--- src/rtl/axi_lite_master_seq.sv ---
// AXI4-Lite master sequencer: queues single-beat read/write commands, runs them in order, returns one response each.
// Optional read-compare checking is built when AXI_LITE_MASTER_SEQ_CMP_EN is defined.
module axi_lite_master_seq #(
  parameter int C_AXI_DATA_WIDTH = 32,
  parameter int C_AXI_ADDR_WIDTH = 16,
  parameter int CMD_DEPTH        = 4,
  parameter int TIMEOUT_CYCLES   = 1024
) (
  input  logic                          axi_aclk,
  input  logic                          axi_areset,
  input  logic                          cmd_valid,
  output logic                          cmd_ready,
  input  logic                          cmd_rd,
  input  logic [C_AXI_ADDR_WIDTH-1:0]   cmd_addr,
  input  logic [C_AXI_DATA_WIDTH-1:0]   cmd_wdata,
  input  logic [C_AXI_DATA_WIDTH/8-1:0] cmd_strb,
  output logic                          rsp_valid,
  input  logic                          rsp_ready,
  output logic [C_AXI_DATA_WIDTH-1:0]   rsp_rdata,
  output logic [1:0]                    rsp_resp,
  output logic                          rsp_timeout,
  output logic                          rsp_cmp_err,
  output logic                          busy,
  output logic [C_AXI_ADDR_WIDTH-1:0]   m_axi_awaddr,
  output logic [2:0]                    m_axi_awprot,
  output logic                          m_axi_awvalid,
  input  logic                          m_axi_awready,
  output logic [C_AXI_DATA_WIDTH-1:0]   m_axi_wdata,
  output logic [C_AXI_DATA_WIDTH/8-1:0] m_axi_wstrb,
  output logic                          m_axi_wvalid,
  input  logic                          m_axi_wready,
  input  logic [1:0]                    m_axi_bresp,
  input  logic                          m_axi_bvalid,
  output logic                          m_axi_bready,
  output logic [C_AXI_ADDR_WIDTH-1:0]   m_axi_araddr,
  output logic [2:0]                    m_axi_arprot,
  output logic                          m_axi_arvalid,
  input  logic                          m_axi_arready,
  input  logic [C_AXI_DATA_WIDTH-1:0]   m_axi_rdata,
  input  logic [1:0]                    m_axi_rresp,
  input  logic                          m_axi_rvalid,
  output logic                          m_axi_rready
);

  localparam int STRB_W = C_AXI_DATA_WIDTH / 8;
  localparam int PTR_W  = $clog2(CMD_DEPTH);
  localparam int TMR_W  = $clog2(TIMEOUT_CYCLES);
  localparam logic [TMR_W-1:0] TMR_LAST = TMR_W'(TIMEOUT_CYCLES - 1);
  localparam logic [PTR_W:0]   FULL_CNT = (PTR_W + 1)'(CMD_DEPTH);

  typedef enum logic [2:0] {IDLE, WR_REQ, WR_RESP, RD_REQ, RD_DATA, RSP} state_t;

  state_t state;

  logic                        fifo_rd    [CMD_DEPTH];
  logic [C_AXI_ADDR_WIDTH-1:0] fifo_addr  [CMD_DEPTH];
  logic [C_AXI_DATA_WIDTH-1:0] fifo_wdata [CMD_DEPTH];
  logic [STRB_W-1:0]           fifo_strb  [CMD_DEPTH];

  logic [PTR_W-1:0] wr_ptr, rd_ptr;
  logic [PTR_W:0]   count, count_next;
  logic             push, pop;

  logic                        act_rd;
  logic [C_AXI_ADDR_WIDTH-1:0] act_addr;
  logic [C_AXI_DATA_WIDTH-1:0] act_wdata;
  logic [STRB_W-1:0]           act_strb;
  logic [TMR_W-1:0]            timer;
  logic                        aw_done, w_done;
  logic                        aw_hs, w_hs, tmr_expired;

`ifdef AXI_LITE_MASTER_SEQ_CMP_EN
  logic [15:0] err_count;
`endif

  // A finished response may hand straight over to the next queued command
  assign push        = cmd_valid && cmd_ready;
  assign pop         = ((state == IDLE) || (state == RSP && rsp_ready)) && (count != '0);
  assign aw_hs       = m_axi_awvalid && m_axi_awready;
  assign w_hs        = m_axi_wvalid && m_axi_wready;
  assign tmr_expired = (timer == TMR_LAST);

  assign busy         = (count != '0) || (state != IDLE);
  assign m_axi_awaddr = act_addr;
  assign m_axi_araddr = act_addr;
  assign m_axi_wdata  = act_wdata;
  assign m_axi_wstrb  = act_strb;
  assign m_axi_awprot = 3'b000;
  assign m_axi_arprot = 3'b000;

  always_comb begin
    count_next = count;
    case ({push, pop})
      2'b10:   count_next = count + (PTR_W + 1)'(1);
      2'b01:   count_next = count - (PTR_W + 1)'(1);
      default: count_next = count;
    endcase
  end

  always_ff @(posedge axi_aclk) begin
    if (push) begin
      fifo_rd[wr_ptr]    <= cmd_rd;
      fifo_addr[wr_ptr]  <= cmd_addr;
      fifo_wdata[wr_ptr] <= cmd_wdata;
      fifo_strb[wr_ptr]  <= cmd_strb;
    end
  end

  // cmd_ready is registered from the next occupancy so it never sees cmd_valid combinationally
  always_ff @(posedge axi_aclk) begin
    if (axi_areset) begin
      wr_ptr    <= '0;
      rd_ptr    <= '0;
      count     <= '0;
      cmd_ready <= 1'b0;
    end else begin
      if (push) wr_ptr <= wr_ptr + PTR_W'(1);
      if (pop)  rd_ptr <= rd_ptr + PTR_W'(1);
      count     <= count_next;
      cmd_ready <= (count_next != FULL_CNT);
    end
  end

  always_ff @(posedge axi_aclk) begin
    if (axi_areset) begin
      state         <= IDLE;
      m_axi_awvalid <= 1'b0;
      m_axi_wvalid  <= 1'b0;
      m_axi_bready  <= 1'b0;
      m_axi_arvalid <= 1'b0;
      m_axi_rready  <= 1'b0;
      rsp_valid     <= 1'b0;
      rsp_rdata     <= '0;
      rsp_resp      <= 2'b00;
      rsp_timeout   <= 1'b0;
      act_rd        <= 1'b0;
      act_addr      <= '0;
      act_wdata     <= '0;
      act_strb      <= '0;
      timer         <= '0;
      aw_done       <= 1'b0;
      w_done        <= 1'b0;
`ifdef AXI_LITE_MASTER_SEQ_CMP_EN
      rsp_cmp_err   <= 1'b0;
      err_count     <= '0;
`endif
    end else begin
      case (state)
        IDLE: ;
        WR_REQ: begin
          if (aw_hs) begin
            m_axi_awvalid <= 1'b0;
            aw_done       <= 1'b1;
          end
          if (w_hs) begin
            m_axi_wvalid <= 1'b0;
            w_done       <= 1'b1;
          end
          if ((aw_done || aw_hs) && (w_done || w_hs)) begin
            m_axi_bready <= 1'b1;
            timer        <= '0;
            state        <= WR_RESP;
          end else if (tmr_expired) begin
            m_axi_awvalid <= 1'b0;
            m_axi_wvalid  <= 1'b0;
            rsp_valid     <= 1'b1;
            rsp_timeout   <= 1'b1;
            rsp_resp      <= 2'b10;
            rsp_rdata     <= '0;
`ifdef AXI_LITE_MASTER_SEQ_CMP_EN
            rsp_cmp_err   <= 1'b0;
`endif
            state         <= RSP;
          end else begin
            timer <= timer + TMR_W'(1);
          end
        end
        WR_RESP: begin
          if (m_axi_bvalid) begin
            m_axi_bready <= 1'b0;
            rsp_valid    <= 1'b1;
            rsp_timeout  <= 1'b0;
            rsp_resp     <= m_axi_bresp;
            rsp_rdata    <= '0;
`ifdef AXI_LITE_MASTER_SEQ_CMP_EN
            rsp_cmp_err  <= 1'b0;
`endif
            state        <= RSP;
          end else if (tmr_expired) begin
            m_axi_bready <= 1'b0;
            rsp_valid    <= 1'b1;
            rsp_timeout  <= 1'b1;
            rsp_resp     <= 2'b10;
            rsp_rdata    <= '0;
`ifdef AXI_LITE_MASTER_SEQ_CMP_EN
            rsp_cmp_err  <= 1'b0;
`endif
            state        <= RSP;
          end else begin
            timer <= timer + TMR_W'(1);
          end
        end
        RD_REQ: begin
          if (m_axi_arready) begin
            m_axi_arvalid <= 1'b0;
            m_axi_rready  <= 1'b1;
            timer         <= '0;
            state         <= RD_DATA;
          end else if (tmr_expired) begin
            m_axi_arvalid <= 1'b0;
            rsp_valid     <= 1'b1;
            rsp_timeout   <= 1'b1;
            rsp_resp      <= 2'b10;
            rsp_rdata     <= '0;
`ifdef AXI_LITE_MASTER_SEQ_CMP_EN
            rsp_cmp_err   <= 1'b0;
`endif
            state         <= RSP;
          end else begin
            timer <= timer + TMR_W'(1);
          end
        end
        RD_DATA: begin
          if (m_axi_rvalid) begin
            m_axi_rready <= 1'b0;
            rsp_valid    <= 1'b1;
            rsp_timeout  <= 1'b0;
            rsp_resp     <= m_axi_rresp;
            rsp_rdata    <= m_axi_rdata;
`ifdef AXI_LITE_MASTER_SEQ_CMP_EN
            // act_wdata carries the expected value for reads
            rsp_cmp_err  <= (m_axi_rdata != act_wdata);
            if ((m_axi_rdata != act_wdata) && (err_count != 16'hFFFF))
              err_count <= err_count + 16'd1;
`endif
            state        <= RSP;
          end else if (tmr_expired) begin
            m_axi_rready <= 1'b0;
            rsp_valid    <= 1'b1;
            rsp_timeout  <= 1'b1;
            rsp_resp     <= 2'b10;
            rsp_rdata    <= '0;
`ifdef AXI_LITE_MASTER_SEQ_CMP_EN
            rsp_cmp_err  <= 1'b0;
`endif
            state        <= RSP;
          end else begin
            timer <= timer + TMR_W'(1);
          end
        end
        RSP: begin
          if (rsp_ready) begin
            rsp_valid <= 1'b0;
            state     <= IDLE;
          end
        end
        default: state <= IDLE;
      endcase

      // Loading a new command overrides the IDLE transition taken above
      if (pop) begin
        act_rd    <= fifo_rd[rd_ptr];
        act_addr  <= fifo_addr[rd_ptr];
        act_wdata <= fifo_wdata[rd_ptr];
        act_strb  <= fifo_strb[rd_ptr];
        timer     <= '0;
        aw_done   <= 1'b0;
        w_done    <= 1'b0;
        if (fifo_rd[rd_ptr]) begin
          m_axi_arvalid <= 1'b1;
          state         <= RD_REQ;
        end else begin
          m_axi_awvalid <= 1'b1;
          m_axi_wvalid  <= 1'b1;
          state         <= WR_REQ;
        end
      end
    end
  end

`ifndef AXI_LITE_MASTER_SEQ_CMP_EN
  assign rsp_cmp_err = 1'b0;
`endif

endmodule
--- config.mk ---
export PLATFORM = sky130hd
export DESIGN_NAME = axi_lite_master_seq
export DESIGN_NICKNAME = d
export VERILOG_FILES = /design/src/rtl/axi_lite_master_seq.sv
export SDC_FILE = /design/constraint.sdc
export NUM_CORES = 1
export LEC_CHECK = 0
export ABC_AREA = 1
export CORE_ASPECT_RATIO = 1.25
export CORE_UTILIZATION = 34
export DETAILED_ROUTE_END_ITERATION = 10
export GPL_TIMING_DRIVEN = 0
export SETUP_SLACK_MARGIN = 0.4
export SYNTH_ARGS = -nofsm -noshare
export SYNTH_HDL_FRONTEND = slang
export SYNTH_SLANG_ARGS = --single-unit
--- constraint.sdc ---
create_clock -name axi_aclk -period 4.05 [get_ports axi_aclk]
set_clock_uncertainty 0.2 [all_clocks]
set_input_delay 0.81 -clock axi_aclk [delete_from_list [all_inputs] [get_ports axi_aclk]]
set_output_delay 0.81 -clock axi_aclk [all_outputs]
set_load 0.02 [all_outputs]
# [After elaboration in Yosys (flattened, before gate mapping)]
# Memory sizes are Yosys's and may differ from the RTL's. A register that Yosys moved wholly into a read port is not among the register bits.
# Cells that the tools add are included.
[totals] ff_bits=64 ram_bits=212 input_bits=98 out_inout_bits=118 word_cells=141 memories=4
[memory_table] name="fifo_wdata" depth=4 width=32 read_ports=1 rd_clocked_by_memory_dff=1 wr=1 line_no="57" source="logic [C_AXI_DATA_WIDTH-1:0] fifo_wdata [CMD_DEPTH];"
[memory_table] name="fifo_addr" depth=4 width=16 read_ports=1 rd_clocked_by_memory_dff=1 wr=1 line_no="56" source="logic [C_AXI_ADDR_WIDTH-1:0] fifo_addr [CMD_DEPTH];"
[memory_table] name="fifo_strb" depth=4 width=4 read_ports=1 rd_clocked_by_memory_dff=1 wr=1 line_no="58" source="logic [STRB_W-1:0] fifo_strb [CMD_DEPTH];"
[memory_table] name="fifo_rd" depth=4 width=1 read_ports=1 rd_clocked_by_memory_dff=1 wr=1 line_no="55" source="logic fifo_rd [CMD_DEPTH];"
[op_classes] addsub=5 eq_ne=20 mux=69 n_reduce_logical=26
[ops] op="two-way mux 32 bit" count=5
[ops] op="case mux 32 bit (4 select lines)" count=1
[ops] op="two-way mux 10 bit" count=5
[ops] op="case mux 10 bit (4 select lines)" count=1
[ops] op="two-way mux 1 bit" count=35
[ops] op="two-way mux 3 bit" count=7
[ops] op="case mux 3 bit (6 select lines)" count=1
[ops] op="two-way mux 2 bit" count=8
[ops] op="!= test 2 bit, second input constant" count=8
[ops] op="!= test 3 bit, second input constant" count=4
[ops] op="AND reduction 3 bit" count=4
[ops] op="adder 10 x 1 -> 10 bit, second input constant" count=1
[ops] op="== test 10 bit, second input constant" count=1
[ops] op="case mux 2 bit (4 select lines)" count=1
[ops] op="== test 3 x 2 -> 1 bit, second input constant" count=2
[ops] op="== test 3 bit, second input constant" count=2
[ops] op="logical AND 1 bit" count=6
[ops] op="case mux 3 bit (2 select lines)" count=1
[ops] op="AND reduction 2 bit" count=3
[ops] op="nonzero test 3 bit" count=2
[ops] op="case mux 1 bit (5 select lines)" count=1
[ops] op="nonzero test 5 bit" count=1
[ops] op="adder 2 x 1 -> 2 bit, second input constant" count=2
[ops] op="logical OR 1 bit" count=4
[ops] op="other kinds (12)" count=14

# [Longest topological paths before layout]
[depth] depth_word=7 ltp_mapped=14 ltp_nobuf=13

# [Worst setup path after synthesis]
# OpenSTA, ideal clock, no wires.
[synth_timing] path_type="input -> register" startpoint="input cmd_valid" endpoint="memory fifo_addr[0][0], enable pin" setup_time_ns=0.464 arrival_ns=3.213 required_ns=3.386 setup_slack_ns=0.173 cell_stages=2 path_buffers=0 cell_sequence="nand2_1 nor2_1"
[synth_via] elab_chain_cells=3
[synth_lines] element="start, declared" line_no="11" source="input logic cmd_valid,"
[synth_lines] element="logical AND 1 bit" line_no="77" source="assign push = cmd_valid && cmd_ready;"
[synth_lines] element="two-way mux 1 bit" line_no="101" source="if (push) begin"
[synth_lines] element="two-way mux 1 bit (implied by the code)" line_no="103" source="fifo_addr[wr_ptr] <= cmd_addr;"
[synth_lines] element="end, declared" line_no="56"
# Every way passes these cells.

==> results.md <==
Worst setup path:
- The startpoint type of the worst setup path is an input pin.
- STA classifies the critical path endpoint as an output port.
- The required time of the critical path is 3.04 ns.
- The startpoint identified for the worst register-to-register timing path is state[1].
- At the worst endpoint, the arrival time is 2.40 ns.
- The maximum cell stage delay along the critical path is 0.46 ns.
- The most critical setup path has its startpoint at rsp_ready.
- The critical path in this run is classified as input pin to output port.
- The cell family contributing the most delay on the critical path is buffers and inverters.
- The top fanout value on the critical path is 10.
- The number of buffers and inverters on the critical path is 5.
- The signal on the critical path passes through clkdlybuf4s50_1 -> inv_1 -> o21ai_1 -> nand2_1 -> buf_6 -> buf_4 -> nand3_1 -> dlygate4sd2_1.
- The cell with the largest stage delay on the worst path is sky130_fd_sc_hd__clkdlybuf4s50_1.

Die:
- The area of the core is 38200 µm².
- The horizontal die dimension is 178 µm.
- The die is 222 µm tall.
- For this configuration, the core starts out at a cell density of 0.345.
- After floorplanning, the core was divided into 80 placement rows.
- The floorplan step defined a die boundary enclosing 39600 µm².
- The top-level port count is 216.

Layout:
- The combined area of the multi-input logic cells is 3780 µm².
- The combined flip-flop and latch cell area is 8730 µm².
- In the final layout, the share of cells above drive strength 1 is 0.100.
- The net count of the finished layout is 1623.
- The count of fill cells added during filler insertion is 3613.
- The most common cell after layout, fill and taps aside is sky130_fd_sc_hd__nand2_1.
- The library cells used most frequently in the layout, excluding fill and tap cells, are sky130_fd_sc_hd__nand2_1 (249), sky130_fd_sc_hd__edfxtp_1 (212), sky130_fd_sc_hd__clkdlybuf4s50_1 (205), sky130_fd_sc_hd__nor2_1 (138), sky130_fd_sc_hd__dfxtp_1 (118).
- From synthesis to final layout, the design area changed by 31.3%.

Global routing:
- After global routing the overflow that remains totals 0.
- The via count of the first global-routing pass is 9902.
- For this run, the total global-route usage over all layers was measured as 0.179.
- The first global-routing pass estimated 54600 µm of wire.
- The number of antenna violations at the first check in global routing came to 2.
- Entering global routing, the biggest net connects 28 pins.

Power:
- Power spread over the standard cell area amounts to 672 nW/µm².
- The reported leakage power is 6.11 nW.
- Across the VDD grid, the largest voltage drop is 0.000411 V.

Synth:
- Counting distinct cell types in the post-synthesis netlist gives 35.
- The synthesized netlist occupies a cell area of 13200 µm².
- After synthesis, the cell types taking the most area are sky130_fd_sc_hd__edfxtp_1 (48%), sky130_fd_sc_hd__dfxtp_1 (18%), sky130_fd_sc_hd__nand2_1 (7.1%).
- The mean area per synthesized cell is 10.5 µm².
- The share of the synthesized area in the top cell type is 0.483.
- For this run, the register share of the synthesized area comes to 0.662.
- The dominant cell type by area after synthesis is sky130_fd_sc_hd__edfxtp_1.
- The number of instances in the synthesized netlist is 1262.
- The count of synthesis-stage warnings from yosys is 0.
- In this run, synthesis produced a sequential element count of 330.

CTS:
- The clock latency on the worst-skew pair is 0.53 ns.
- In this run the deepest clock path goes through 3 buffers.
- Hold repair after CTS inserted 0 buffers.
- The root cell of the clock tree is sky130_fd_sc_hd__clkbuf_16.
- The number of clock buffers added by TritonCTS is 35.
- The CTS sink count is 330.
- The post-CTS repair timing setup buffer count is 0.
- The clock tree from TritonCTS is built.
- The number of H-tree branching levels is 2.
- After clock tree synthesis, the clock-pin slew on the worst setup and hold paths is 0.05 ns.

STA:
- The worst relative slew slack is 0.376.
- For the pin with the worst max-slew slack, the measured transition is 0.934 ns.
- For this run, the top clock speed supported by timing is 0.293 GHz.
- Counting I/O delays and the setup requirement, the final critical path takes 3.41 ns.
- Dividing the final minimum period by the clock period gives 0.842.
- The setup slack after layout is 0.639 ns.
- The final count of pins violating max slew came to 0.
- Setup total negative slack on the finished layout was measured at 0 ns.
- Setup violations remaining at the end of the flow were counted as 0.
- The final hold violation count came to 0.
- Setup repair after global routing left no endpoint under its margin.

Min path:
- The path type of the worst min-delay path is register to register.
- In this run the most critical hold path is launched from rsp_timeout.

Routing:
- The detailed-route via count is 9902.
- After detailed routing, the number of vias per cell comes to 4.86.
- Dividing the detail-routed wire length by the instance count gives 17.4 µm.
- The post-detailed-route DRC marker count is 0.
- Once detail routing completed, the nets flagged for antenna violations numbered 0.
- For this block, the routed nets add up to 35600 µm of wire.
- The detailed router finished its first iteration with 534 violations.
- The number of iterations in the first detailed-routing pass is 5.

Outcome:
- The run finished with clean final reports.

Placement:
- OpenSTA, run right after detailed placement, puts the worst setup slack at 0.372 ns.
- The estimated wirelength of the detail-placed design is 24200 µm.
- Port buffering added 206 buffers.
- The final weighted congestion of routability-driven global placement is 0.880.

Job:
- The count of max-cap constraint violations is 0.
where the power goes:
part / switching (mW) / internal, mW
combinational: 2.41 / 1.51
sequential: 0.248 / 4.06
clock: 1.31 / 2.09
flip-flops by register name (all words and copies together), names as in the netlist, 2 cells and up, named ones only:
register / cells
fifo_wdata: 128
fifo_addr: 64
m_axi_wdata: 32
rsp_rdata: 32
fifo_strb: 16
m_axi_araddr: 16
timer: 10
fifo_rd: 4
m_axi_wstrb: 4
count: 3
state: 3
rd_ptr: 2
rsp_resp: 2
wr_ptr: 2
final timing paths:
kind / depth (start not counted) / slack, ns / end
min reg2reg: 2 / 0.24 / rsp_timeout
min: 2 / 0.24 / rsp_timeout
max reg2reg: 13 / 1.17 / cmd_ready
max: 8 / 0.64 / busy
Yosys cell counts:
master / number
sky130_fd_sc_hd__nand2_1: 249
sky130_fd_sc_hd__edfxtp_1: 212
sky130_fd_sc_hd__nor2_1: 142
sky130_fd_sc_hd__dfxtp_1: 118
sky130_fd_sc_hd__o21ai_0: 116
sky130_fd_sc_hd__a21oi_1: 96
sky130_fd_sc_hd__nand3_1: 72
sky130_fd_sc_hd__o22ai_1: 55
sky130_fd_sc_hd__clkbuf_1: 45
sky130_fd_sc_hd__inv_1: 45
sky130_fd_sc_hd__buf_4: 29
sky130_fd_sc_hd__buf_2: 12
sky130_fd_sc_hd__a21oi_2: 10
sky130_fd_sc_hd__buf_6: 8
sky130_fd_sc_hd__nor2_2: 7
sky130_fd_sc_hd__ha_1: 6
sky130_fd_sc_hd__o211ai_1: 6
sky130_fd_sc_hd__inv_2: 5
sky130_fd_sc_hd__nand3_2: 5
sky130_fd_sc_hd__nor2_4: 4
sky130_fd_sc_hd__nand2_2: 3
sky130_fd_sc_hd__o21ai_1: 2
sky130_fd_sc_hd__o21bai_1: 2
sky130_fd_sc_hd__xor2_1: 2
sky130_fd_sc_hd__a31oi_1: 1
sky130_fd_sc_hd__and2_1: 1
sky130_fd_sc_hd__buf_1: 1
sky130_fd_sc_hd__clkinv_1: 1
sky130_fd_sc_hd__conb_1: 1
sky130_fd_sc_hd__fa_1: 1
sky130_fd_sc_hd__nand3_4: 1
sky130_fd_sc_hd__nand3b_4: 1
sky130_fd_sc_hd__nand4_1: 1
sky130_fd_sc_hd__nor3_1: 1
sky130_fd_sc_hd__or2_2: 1
metal layers:
metal | share of wire | track usage
met4 | 0.023 | 0.0571
met3 | 0.064 | 0.0368
met5 | 0.00048 | 0
met2 | 0.51 | 0.319
met1 | 0.40 | 0.213
area by class of cell:
class                           count  share of cell area
Antenna cell                        1            0.000145
Buffer                             95              0.0312
Clock buffer                       43              0.0559
Clock inverter                     21              0.0156
Inverter                           51              0.0111
Multi-Input combinational cell    792               0.219
Sequential cell                   330               0.504
Tap cell                          492              0.0355
Timing Repair Buffer              213               0.128
what timing repair did:
action | CTS | global route
gates resized for setup | 1 | 0
endpoints found under the setup margin | 1 | 0
endpoints found under the hold margin | 0 | 0
logic make-up after synthesis:
logic type	synth area share
compound gates	0.119
xor+xnor	0.00133
fa+ha+maj	0.00721
buf+inv	0.0555
flops	0.662
other cells	0.000284
simple gates	0.155
stage by stage:
stage                      util  instance area (µm²)  instances  hold slack [ns]  power, mW
final                     0.453                17300       2038            0.244       11.6
after global routing      0.453                17300       2037            0.258       12.3
after CTS                 0.453                17300       2037            0.244       11.8
after detailed placement  0.420                16100       1973            0.235       8.34
after global placement    0.416                15900       1966            0.234       8.27
after floorplan               -                13200       1268            0.253       6.69
tightest hold or removal path, cell delays in order, from the launching register on:
cell and delay [ns]:
sky130_fd_sc_hd__dfxtp_1 0.30, sky130_fd_sc_hd__inv_1 0.04, sky130_fd_sc_hd__a21oi_1 0.05
(Power assumes the default switching activity.)
